File: config.mk
export PLATFORM = sky130hd
export DESIGN_NAME = sum_accumulator_flat
export DESIGN_NICKNAME = d
export VERILOG_FILES = /design/src/rtl/sum_accumulator_if.sv /design/src/rtl/sum_accumulator.sv /design/src/flat_wrapper.sv
export SDC_FILE = /design/constraint.sdc
export NUM_CORES = 1
export LEC_CHECK = 0
export BUFFER_PORTS_ARGS = -buffer_cell sky130_fd_sc_hd__buf_2
export CAP_MARGIN = 25
export CORE_MARGIN = 3
export CORE_UTILIZATION = 55
export DETAILED_ROUTE_END_ITERATION = 6
export PLACE_DENSITY_LB_ADDON = 0.08
export SLEW_MARGIN = 25
export SYNTH_ARGS = -nofsm -noshare
export SYNTH_HDL_FRONTEND = slang
export SYNTH_SLANG_ARGS = --single-unit
export TNS_END_PERCENT = 10
File: constraint.sdc
create_clock -name clk -period 3.75 [get_ports clk]
set_input_delay 0.375 -clock clk [delete_from_list [all_inputs] [get_ports clk]]
set_output_delay 0.375 -clock clk [all_outputs]
set_load 0.05 [all_outputs]
File: src/rtl/sum_accumulator_if.sv
// sum_accumulator_if: job control, input-beat and result handshakes for sum_accumulator.
`default_nettype none

interface sum_accumulator_if #(
   parameter int ACC_W = 40,
   parameter int CNT_W = 8
);
   logic             clr;
   logic             start;
   logic [CNT_W-1:0] len;
   logic             in_valid;
   logic             in_ready;
   logic [31:0]      in_sum;
   logic             out_valid;
   logic             out_ready;
   logic [ACC_W-1:0] out_total;
   logic [CNT_W-1:0] out_count;
   logic             ovf;
   logic             busy;

   modport master (
      output clr, start, len, in_valid, in_sum, out_ready,
      input  in_ready, out_valid, out_total, out_count, ovf, busy
   );

   modport slave (
      input  clr, start, len, in_valid, in_sum, out_ready,
      output in_ready, out_valid, out_total, out_count, ovf, busy
   );
endinterface

`default_nettype wire

File: src/rtl/sum_accumulator.sv
// ---------------------------------------------------------------------------
// sum_accumulator: accumulates a job of len 32-bit sums into an ACC_W total.
// Macro SUM_ACC_SAT_EN: saturate instead of wrap on overflow.   Rev 1.0
// ---------------------------------------------------------------------------
`default_nettype none

module sum_accumulator #(
   parameter int ACC_W = 40,
   parameter int CNT_W = 8
) (
   input  wire logic       clk,
   input  wire logic       rst_n,
   sum_accumulator_if.slave bus
);

   typedef enum logic [1:0] {
      IDLE  = 2'd0,
      ACCUM = 2'd1,
      DONE  = 2'd2
   } state_t;

   state_t           state_q, state_d;
   logic [ACC_W-1:0] acc_q,   acc_d;
   logic [CNT_W-1:0] cnt_q,   cnt_d;
   logic [CNT_W-1:0] len_q,   len_d;
   logic             ovf_q,   ovf_d;

   logic [ACC_W:0]   sum_ext;
   logic             carry;
   logic [CNT_W-1:0] cnt_inc;

   // One extra bit on the adder exposes the carry out of the accumulator.
   assign sum_ext = {1'b0, acc_q} + {{(ACC_W-31){1'b0}}, bus.in_sum};
   assign carry   = sum_ext[ACC_W];
   assign cnt_inc = cnt_q + 1'b1;

   always_comb begin
      state_d = state_q;
      acc_d   = acc_q;
      cnt_d   = cnt_q;
      len_d   = len_q;
      ovf_d   = ovf_q;

      if (bus.clr) begin
         state_d = IDLE;
         acc_d   = '0;
         cnt_d   = '0;
         ovf_d   = 1'b0;
      end else begin
         unique case (state_q)
            IDLE: begin
               if (bus.start) begin
                  len_d   = bus.len;
                  acc_d   = '0;
                  cnt_d   = '0;
                  ovf_d   = 1'b0;
                  state_d = (bus.len == '0) ? DONE : ACCUM;
               end
            end
            ACCUM: begin
               if (bus.in_valid) begin
`ifdef SUM_ACC_SAT_EN
                  acc_d = (carry || ovf_q) ? {ACC_W{1'b1}} : sum_ext[ACC_W-1:0];
`else
                  acc_d = sum_ext[ACC_W-1:0];
`endif
                  ovf_d = ovf_q | carry;
                  cnt_d = cnt_inc;
                  if (cnt_inc == len_q) begin
                     state_d = DONE;
                  end
               end
            end
            DONE: begin
               if (bus.out_ready) begin
                  state_d = IDLE;
               end
            end
            default: state_d = IDLE;
         endcase
      end
   end

   always_ff @(posedge clk or negedge rst_n) begin
      if (!rst_n) begin
         state_q <= IDLE;
         acc_q   <= '0;
         cnt_q   <= '0;
         len_q   <= '0;
         ovf_q   <= 1'b0;
      end else begin
         state_q <= state_d;
         acc_q   <= acc_d;
         cnt_q   <= cnt_d;
         len_q   <= len_d;
         ovf_q   <= ovf_d;
      end
   end

   assign bus.in_ready  = (state_q == ACCUM);
   assign bus.out_valid = (state_q == DONE);
   assign bus.busy      = (state_q != IDLE);
   assign bus.out_total = acc_q;
   assign bus.out_count = cnt_q;
   assign bus.ovf       = ovf_q;

endmodule

`default_nettype wire

File: src/flat_wrapper.sv
// flat-port wrapper written by rule: the top's interface ports become plain ports
module sum_accumulator_flat 
#(
   parameter int ACC_W = 40,
   parameter int CNT_W = 8
)
  (clk, rst_n, bus_clr, bus_start, bus_len, bus_in_valid, bus_in_sum, bus_out_ready, bus_in_ready, bus_out_valid, bus_out_total, bus_out_count, bus_ovf, bus_busy);
  sum_accumulator_if #(.ACC_W(ACC_W), .CNT_W(CNT_W)) bus_i ();
  input  wire logic clk;
  input  wire logic rst_n;
  input wire logic [$bits(bus_i.clr)-1:0] bus_clr;
  input wire logic [$bits(bus_i.start)-1:0] bus_start;
  input wire logic [$bits(bus_i.len)-1:0] bus_len;
  input wire logic [$bits(bus_i.in_valid)-1:0] bus_in_valid;
  input wire logic [$bits(bus_i.in_sum)-1:0] bus_in_sum;
  input wire logic [$bits(bus_i.out_ready)-1:0] bus_out_ready;
  output wire logic [$bits(bus_i.in_ready)-1:0] bus_in_ready;
  output wire logic [$bits(bus_i.out_valid)-1:0] bus_out_valid;
  output wire logic [$bits(bus_i.out_total)-1:0] bus_out_total;
  output wire logic [$bits(bus_i.out_count)-1:0] bus_out_count;
  output wire logic [$bits(bus_i.ovf)-1:0] bus_ovf;
  output wire logic [$bits(bus_i.busy)-1:0] bus_busy;
  assign bus_i.clr = bus_clr;
  assign bus_i.start = bus_start;
  assign bus_i.len = bus_len;
  assign bus_i.in_valid = bus_in_valid;
  assign bus_i.in_sum = bus_in_sum;
  assign bus_i.out_ready = bus_out_ready;
  assign bus_in_ready = bus_i.in_ready;
  assign bus_out_valid = bus_i.out_valid;
  assign bus_out_total = bus_i.out_total;
  assign bus_out_count = bus_i.out_count;
  assign bus_ovf = bus_i.ovf;
  assign bus_busy = bus_i.busy;
  sum_accumulator #(.ACC_W(ACC_W), .CNT_W(CNT_W)) u_core (.clk(clk), .rst_n(rst_n), .bus(bus_i));
endmodule
Word-level counts from Yosys, hierarchy flattened
Cells that the tools add are included.
Widths: inputs -> output; s select.
{ "classes": {"mul": 0, "n_lt_le_gt_ge": 0, "addsub": 2, "n_reduce_logical": 7, "n_bitwise": 2, "shifts": 0, "eq_ne": 7, "n_mux": 19, "div": 0} }
{ "ops": {"columns": ["operator", "count"], "rows": [
  ["$mux 40", 3],
  ["$pmux 40 s2", 1],
  ["$add 40x32->41", 1],
  ["$mux 8", 3],
  ["$pmux 8 s2", 1],
  ["$mux 2", 6],
  ["$ne 3x3->1 const B", 3],
  ["$add 8x1->8 const B", 1],
  ["$eq 8x8->1", 1],
  ["$logic_not 8->1", 1],
  ["$pmux 2 s3", 1],
  ["$reduce_and 3->1", 2],
  ["$reduce_and 4->1", 1],
  ["$mux 1", 3],
  ["$ne 3x2->1 const B", 1],
  ["$reduce_bool 3->1", 1],
  ["$eq 2x1->1 const B", 1],
  ["$eq 2x2->1 const B", 1],
  ["$logic_not 2->1", 1],
  ["$pmux 1 s2", 1],
  ["$reduce_bool 2->1", 1],
  ["$not 1->1", 1],
  ["$or 1x1->1", 1]
]} }
{ "totals": {"wordCells": 42, "ramBits": 0, "n_memories": 0, "latch_bits": 0, "rom_bits": 0, "inputBits": 46, "register_bits": 59} }

Longest topological paths before layout
Gate-level depths: netlist of the first run.
{ "logic_depth": {"word_depth": 6, "ltp_mapped": 11, "depth_no_buf": 11} }

Worst setup path before layout of the first run
No wires, ideal clock.
{ "synth_timing": {"kind": "register to register", "start": "register u_core.acc_q[0], in the netlist u_core.bus.out_total[0]", "end": "register u_core.ovf_q, in the netlist u_core.bus.ovf", "setup_time_ns": 0.122, "period_less_slack_ns": 3.009, "t_required_ns": 3.628, "slack_ns": 0.741, "arrival_time_ns": 2.887, "path_stages_with_launch": 12, "cell_sequence": "dfrtp_1 -> ha_1 -> fa_1 -> a21oi_1 -> o211ai_1 -> a32o_2 -> nor3_2 -> o21ai_1 -> a21o_2 -> a211oi_4 -> nor4_1 -> o22a_1"} }
{ "synth_between": {"elab_chain_cells": 5} }
{ "synth_rtl": {"columns": ["element", "line_no", "text"], "rows": [
  ["start, declared", "sum_accumulator.sv:23", "logic [ACC_W-1:0] acc_q, acc_d;"],
  ["start signal, assigned", "sum_accumulator.sv:87", "acc_q <= '0;"],
  ["start signal, assigned", "sum_accumulator.sv:93", "acc_q <= acc_d;"],
  ["$add 40x32->41", "sum_accumulator.sv:33", "assign sum_ext = {1'b0, acc_q} + {{(ACC_W-31){1'b0}}, bus.in_sum};"],
  ["$or 1x1->1", "sum_accumulator.sv:67", "ovf_d = ovf_q | carry;"],
  ["$mux 1", "sum_accumulator.sv:61", "if (bus.in_valid) begin"],
  ["$pmux 1 s2", "sum_accumulator.sv:50", "unique case (state_q)"],
  ["$mux 1", "sum_accumulator.sv:44", "if (bus.clr) begin"],
  ["end signal, assigned", "sum_accumulator.sv:96", "ovf_q <= ovf_d;"],
  ["end, declared", "sum_accumulator.sv:26", "logic ovf_q, ovf_d;"]
]} }
Every way passes these cells. The select of a mux whose other input is x is not followed.
A chain may end at the register's enable or synchronous reset.

Final worst setup path of the first run
Same ends and word-level chain as after synthesis.

==> metrics.txt, run 1 <==
status=finished clean; fmax=0.323 GHz; via count=4006; CTS Root Cell=clkbuf_8; asr flop ratio synth=1.00; worst-skew pair later-pin latency=330 ps; Main synth FF type=dfrtp_1; Power Internal=1.60 mW; PwrDens=560 nW/um2; GRT Total Usage=0.248; Post-route DRC=0; area grow syn2layout=18.9%; largest net degree at the start of global routing=35; I/O pins=98; Yosys warnings=0; Switching Power=1.25 mW; cells after synthesis=489; VDD IR max=0.291 mV; fin crit period=3090 ps; Nets=664; Rows=31; Worst Hold Class=in2async; count of final setup violators=0; Slew HR=0.461; Routed WL=10600 um; Worst Setup End Kind=flip-flop; Post-CTS Resized=0; register share of total power=0.305; CTS buffer count=9; Worst Setup Path Type=reg2reg; vias in the first global route=3835; CTS tree=built; Gate power share=0.468; Crit path required time=3970 ps; RSZ-0062 raised after global routing=no; final hold viol count=0; pre-CTS setup slack=615 ps; Clock transition at path regs=80 ps; Worst-Margin Slew=807 ps; syn_area_per_cell=8.75 um2; startpoint types=flip-flop; routability cong.=0.892; Sum Neg Setup Slack=0 ps; clock buffer depth=2; DR iter-0 viols=201; most common cell after layout, fill and taps aside=buf_2; Initial Utilization=0.578; initial antenna violation count=0; post-DR wirelength/cell=15.4 um; crit path max fanout=9; Sink Count=59; Synthesized Nets=569; Leak=2.55 nW; Final Util=0.687; H-tree levels=3; first-pass GRT wire length=17700 um; number of synthesized flops with an enable pin=0; post-synthesis sequential area ratio=0.345; PortBufs=97; Distinct cells, synth=58; proportion of layout cells with a drive suffix above 1=0.246; ANT nets after route=0; worst setup margin=656 ps; HPWL Detailed=7890 um; Die Ht=94.2 um; vias per cell=5.82; Std-Cell Core Area=7410 um2; clock power share=0.227; die area=8880 um2; most frequent cells in the layout=97 x buf_2, 63 x nand2_1, 59 x dfrtp_1; Max Clock Skew=9.70 ps; gr ovfl total=0; flops & latches, synth=59; max-slew violation count=0; Post-CTS Setup Bufs=0; Synth Cell Area=4280 um2; ANT cells=0; number of max-cap violations=0; Final Cycle Share=0.825; chip width=94.2 um; CTS Hold Bufs=0; Initial DRT Pass Iterations=5; Critical Path AT=3310 ps; Net Sw Frac=0.439
power by group through the flow:
stage / clock [mW] / sequential [mW] / combinational [mW]
5_1_grt: 0.686 / 0.884 / 1.46
3_5_place_dp: 0 / 0.880 / 1.32
3_3_place_gp: 0 / 0.870 / 1.30
2_1_floorplan: 0 / 1.08 / 0.807
4_1_cts: 0.657 / 0.868 / 1.33
6_report: 0.645 / 0.869 / 1.33
sequential cells by signal, indices dropped and copies added (netlist names):
signal / count
u_core.bus.out_total: 40
u_core.len_q: 8
u_core.bus.ovf: 1
u_core.bus.out_count: 8
u_core.state_q: 2
cell usage after synthesis (4+ instances only):
library cell,number,area (um2)
nand2_1,63,236
dfrtp_1,59,1480
o21ai_0,51,255
a21oi_1,41,205
ha_1,33,413
xnor2_1,23,201
nor2_1,21,78.8
xor2_1,20,175
nand3_1,19,95.1
clkbuf_1,15,56.3
a21o_1,12,90.1
inv_1,11,41.3
and3_1,9,56.3
and2_1,8,50.1
mux2_2,8,90.1
o211ai_1,8,60.1
a22o_1,7,61.3
nor3_1,7,35.0
nand4_1,6,37.5
a31oi_1,5,31.3
o21bai_1,5,37.5
nor2b_1,4,25.0
or4_1,4,30.0
metal layers:
| metal | up-vias | wire length (um) | global-route usage |
|---|---|---|---|
| li1 | 1970 | - | - |
| met2 | 128 | 5080 | 0.426 |
| met4 | 0 | 100 | 0.0626 |
| met3 | 11 | 672 | 0.0433 |
| met1 | 1897 | 4780 | 0.322 |
| met5 | - | 0 | 0 |
final cells by class:
type | count | area [um2]
well taps | 99 | 124
multi-input cells | 402 | 2720
inverters | 11 | 41.3
clock buffers | 10 | 128
flip-flops and latches | 59 | 1480
repair buffers | 101 | 515
clock inverters | 6 | 90.1
fillers | 625 | 2320
per-stage QoR:
stage	total power [mW]	std cells	cell area (um2)	hold WS, ps
final	2.85	688	5090	112
after global routing	3.03	688	5090	161
after CTS	2.86	688	5080	140
after detailed placement	2.20	672	4870	484
after global placement	2.17	672	4870	471
after floorplan	1.89	489	4280	79.4
critical path: stages, from the launching register on:
cell and delay (ps):
dfrtp_1 400, ha_1 250, fa_1 420, a21oi_1 240, o211ai_1 140, a32o_2 290
nor3_2 180, o21ai_1 100, a21o_2 240, a211oi_4 400, nor4_1 110, o22a_1 210
cell families after synthesis:
logic type,synth area share
buf+inv,0.0248
fa+ha+maj,0.101
mux,0.0257
flops,0.345
simple gates,0.177
xor+xnor,0.0880
compound gates,0.239
path summary, 6_finish.rpt:
kind	endpoint	cells past startpoint	slack, ps	from
setup / recovery	u_core.bus.ovf	11	660	u_core.bus.out_total[0]
hold / removal	u_core.bus.out_count[5]	1	110	rst_n
setup reg to reg	u_core.bus.ovf	11	660	u_core.bus.out_total[0]
hold reg to reg	u_core.bus.ovf	1	500	u_core.bus.ovf
max in group asynchronous	u_core.bus.out_total[1]	2	2770	rst_n
min in group clk	u_core.len_q[4]	2	280	bus_len[4]
Note: power is estimated with default switching activity, not from simulation.
==> run 2: changes to the inputs <==
==> constraint.sdc (replaced) <==
create_clock -name clk -period 3.1 [get_ports clk]
set_input_delay 0.31 -clock clk [delete_from_list [all_inputs] [get_ports clk]]
set_output_delay 0.31 -clock clk [all_outputs]
set_load 0.05 [all_outputs]
==> metrics.txt, run 2 (same netlist as run 1, synthesis figures left out) <==
status=finished clean; Rows=31; Worst Hold Class=in2reg; VDD IR max=0.346 mV; chip width=94.2 um; I/O pins=98; CTS Root Cell=clkbuf_8; startpoint types=flip-flop; Initial Utilization=0.578; ANT nets after route=0; worst-skew pair later-pin latency=350 ps; Final Util=0.689; vias in the first global route=3854; GRT Total Usage=0.246; crit path max fanout=9; Clock transition at path regs=80 ps; CTS tree=built; total power=3.40 mW; Gate power share=0.476; gr ovfl total=0; Post-route DRC=0; DR iter-0 viols=205; die area=8880 um2; fin crit period=2950 ps; Power Internal=1.87 mW; HPWL Detailed=7920 um; post-DR wirelength/cell=15.3 um; Worst Setup End Kind=flip-flop; clock buffer depth=2; number of max-cap violations=0; Critical Path AT=3190 ps; Std-Cell Core Area=7410 um2; PortBufs=97; max-slew violation count=0; Routed WL=10600 um; Switching Power=1.53 mW; Post-CTS Resized=0; most frequent cells in the layout=96 x buf_2, 63 x nand2_1, 59 x dfrtp_1; final instance area=5100 um2; via count=3982; largest net degree at the start of global routing=47; Max Clock Skew=6.72 ps; Net Sw Frac=0.450; vias per cell=5.75; Die Ht=94.2 um; placed cell area=4880 um2; proportion of layout cells with a drive suffix above 1=0.250; ANT cells=0; area grow syn2layout=19.2%; PwrDens=666 nW/um2; Sink Count=59; Worst-Margin Slew=670 ps; Final Cycle Share=0.951; Slew HR=0.552; max reg flops=40; Crit path required time=3340 ps; Initial DRT Pass Iterations=5; CTS buffer count=9; fmax=0.339 GHz; most common cell after layout, fill and taps aside=buf_2; Nets=668; clock power share=0.215; register share of total power=0.308; first-pass GRT wire length=17700 um; initial antenna violation count=0; Worst Setup Path Type=reg2reg; routability cong.=0.917; count of final setup violators=0; Leak=2.56 nW; final hold viol count=0; H-tree levels=3
[run 2: power by group through the flow]
stage	Clock [mW]	Sequential (mW)	Combinational (mW)
floorplan	0	1.31	0.976
global placement	0	1.05	1.58
detailed placement	0	1.06	1.60
CTS	0.745	1.05	1.61
global route	0.776	1.07	1.76
finish	0.731	1.05	1.62
[run 2: cell type report]
class | instances | area, um2
tap | 99 | 124
inverter | 11 | 41.3
fill | 621 | 2310
clock inverter | 7 | 76.3
multi-input combinational | 402 | 2710
clock buffer | 9 | 124
timing repair buffer | 105 | 551
sequential | 59 | 1480
[run 2: per-layer routing]
metal	GRT usage	wire (um)	up-vias
li1	-	-	1982
met1	0.317	4850	1877
met2	0.407	4960	110
met3	0.0617	649	13
met4	0.0758	124	0
met5	0	0	-
[run 2: worst paths after layout]
check                      cells past startpoint  slack, ps                startpoint                       end
setup / recovery                              12        150   u_core.bus.out_total[0]            u_core.bus.ovf
hold / removal                                 2        210                bus_len[7]           u_core.len_q[7]
setup reg to reg                              12        150   u_core.bus.out_total[0]            u_core.bus.ovf
hold reg to reg                                2        510  u_core.bus.out_total[29]  u_core.bus.out_total[29]
max in group asynchronous                      3       1940                     rst_n  u_core.bus.out_total[21]
min in group asynchronous                      2        500                     rst_n           u_core.len_q[2]
[run 2: stage by stage]
step	TNS (ps)	worst slack, ps	hold slack [ps]	std cells
floorplan	0	91.5	14.4	489
global placement	0	165	473	674
detailed placement	0	58.1	358	674
CTS	0	60.9	199	691
global route	-18.3	-18.3	192	692
finish	0	153	208	692
[run 2: timing repair]
action                                  4_1_cts  5_1_grt
endpoints found under the setup margin        0        5
endpoints found under the hold margin        45        0
setup buffers                                 0        1
hold buffers                                  1        0
[run 2: worst max-delay path, cell delays in order (launching register included)]
cell and delay [ps]:
dfrtp_1 400, ha_1 230, fa_1 400, a21oi_1 230, o211ai_1 140, a32o_2 280
nor3_2 180, o21ai_1 100, a21o_2 250, a211oi_4 200, buf_4 180, nor4_1 60
o22a_1 180
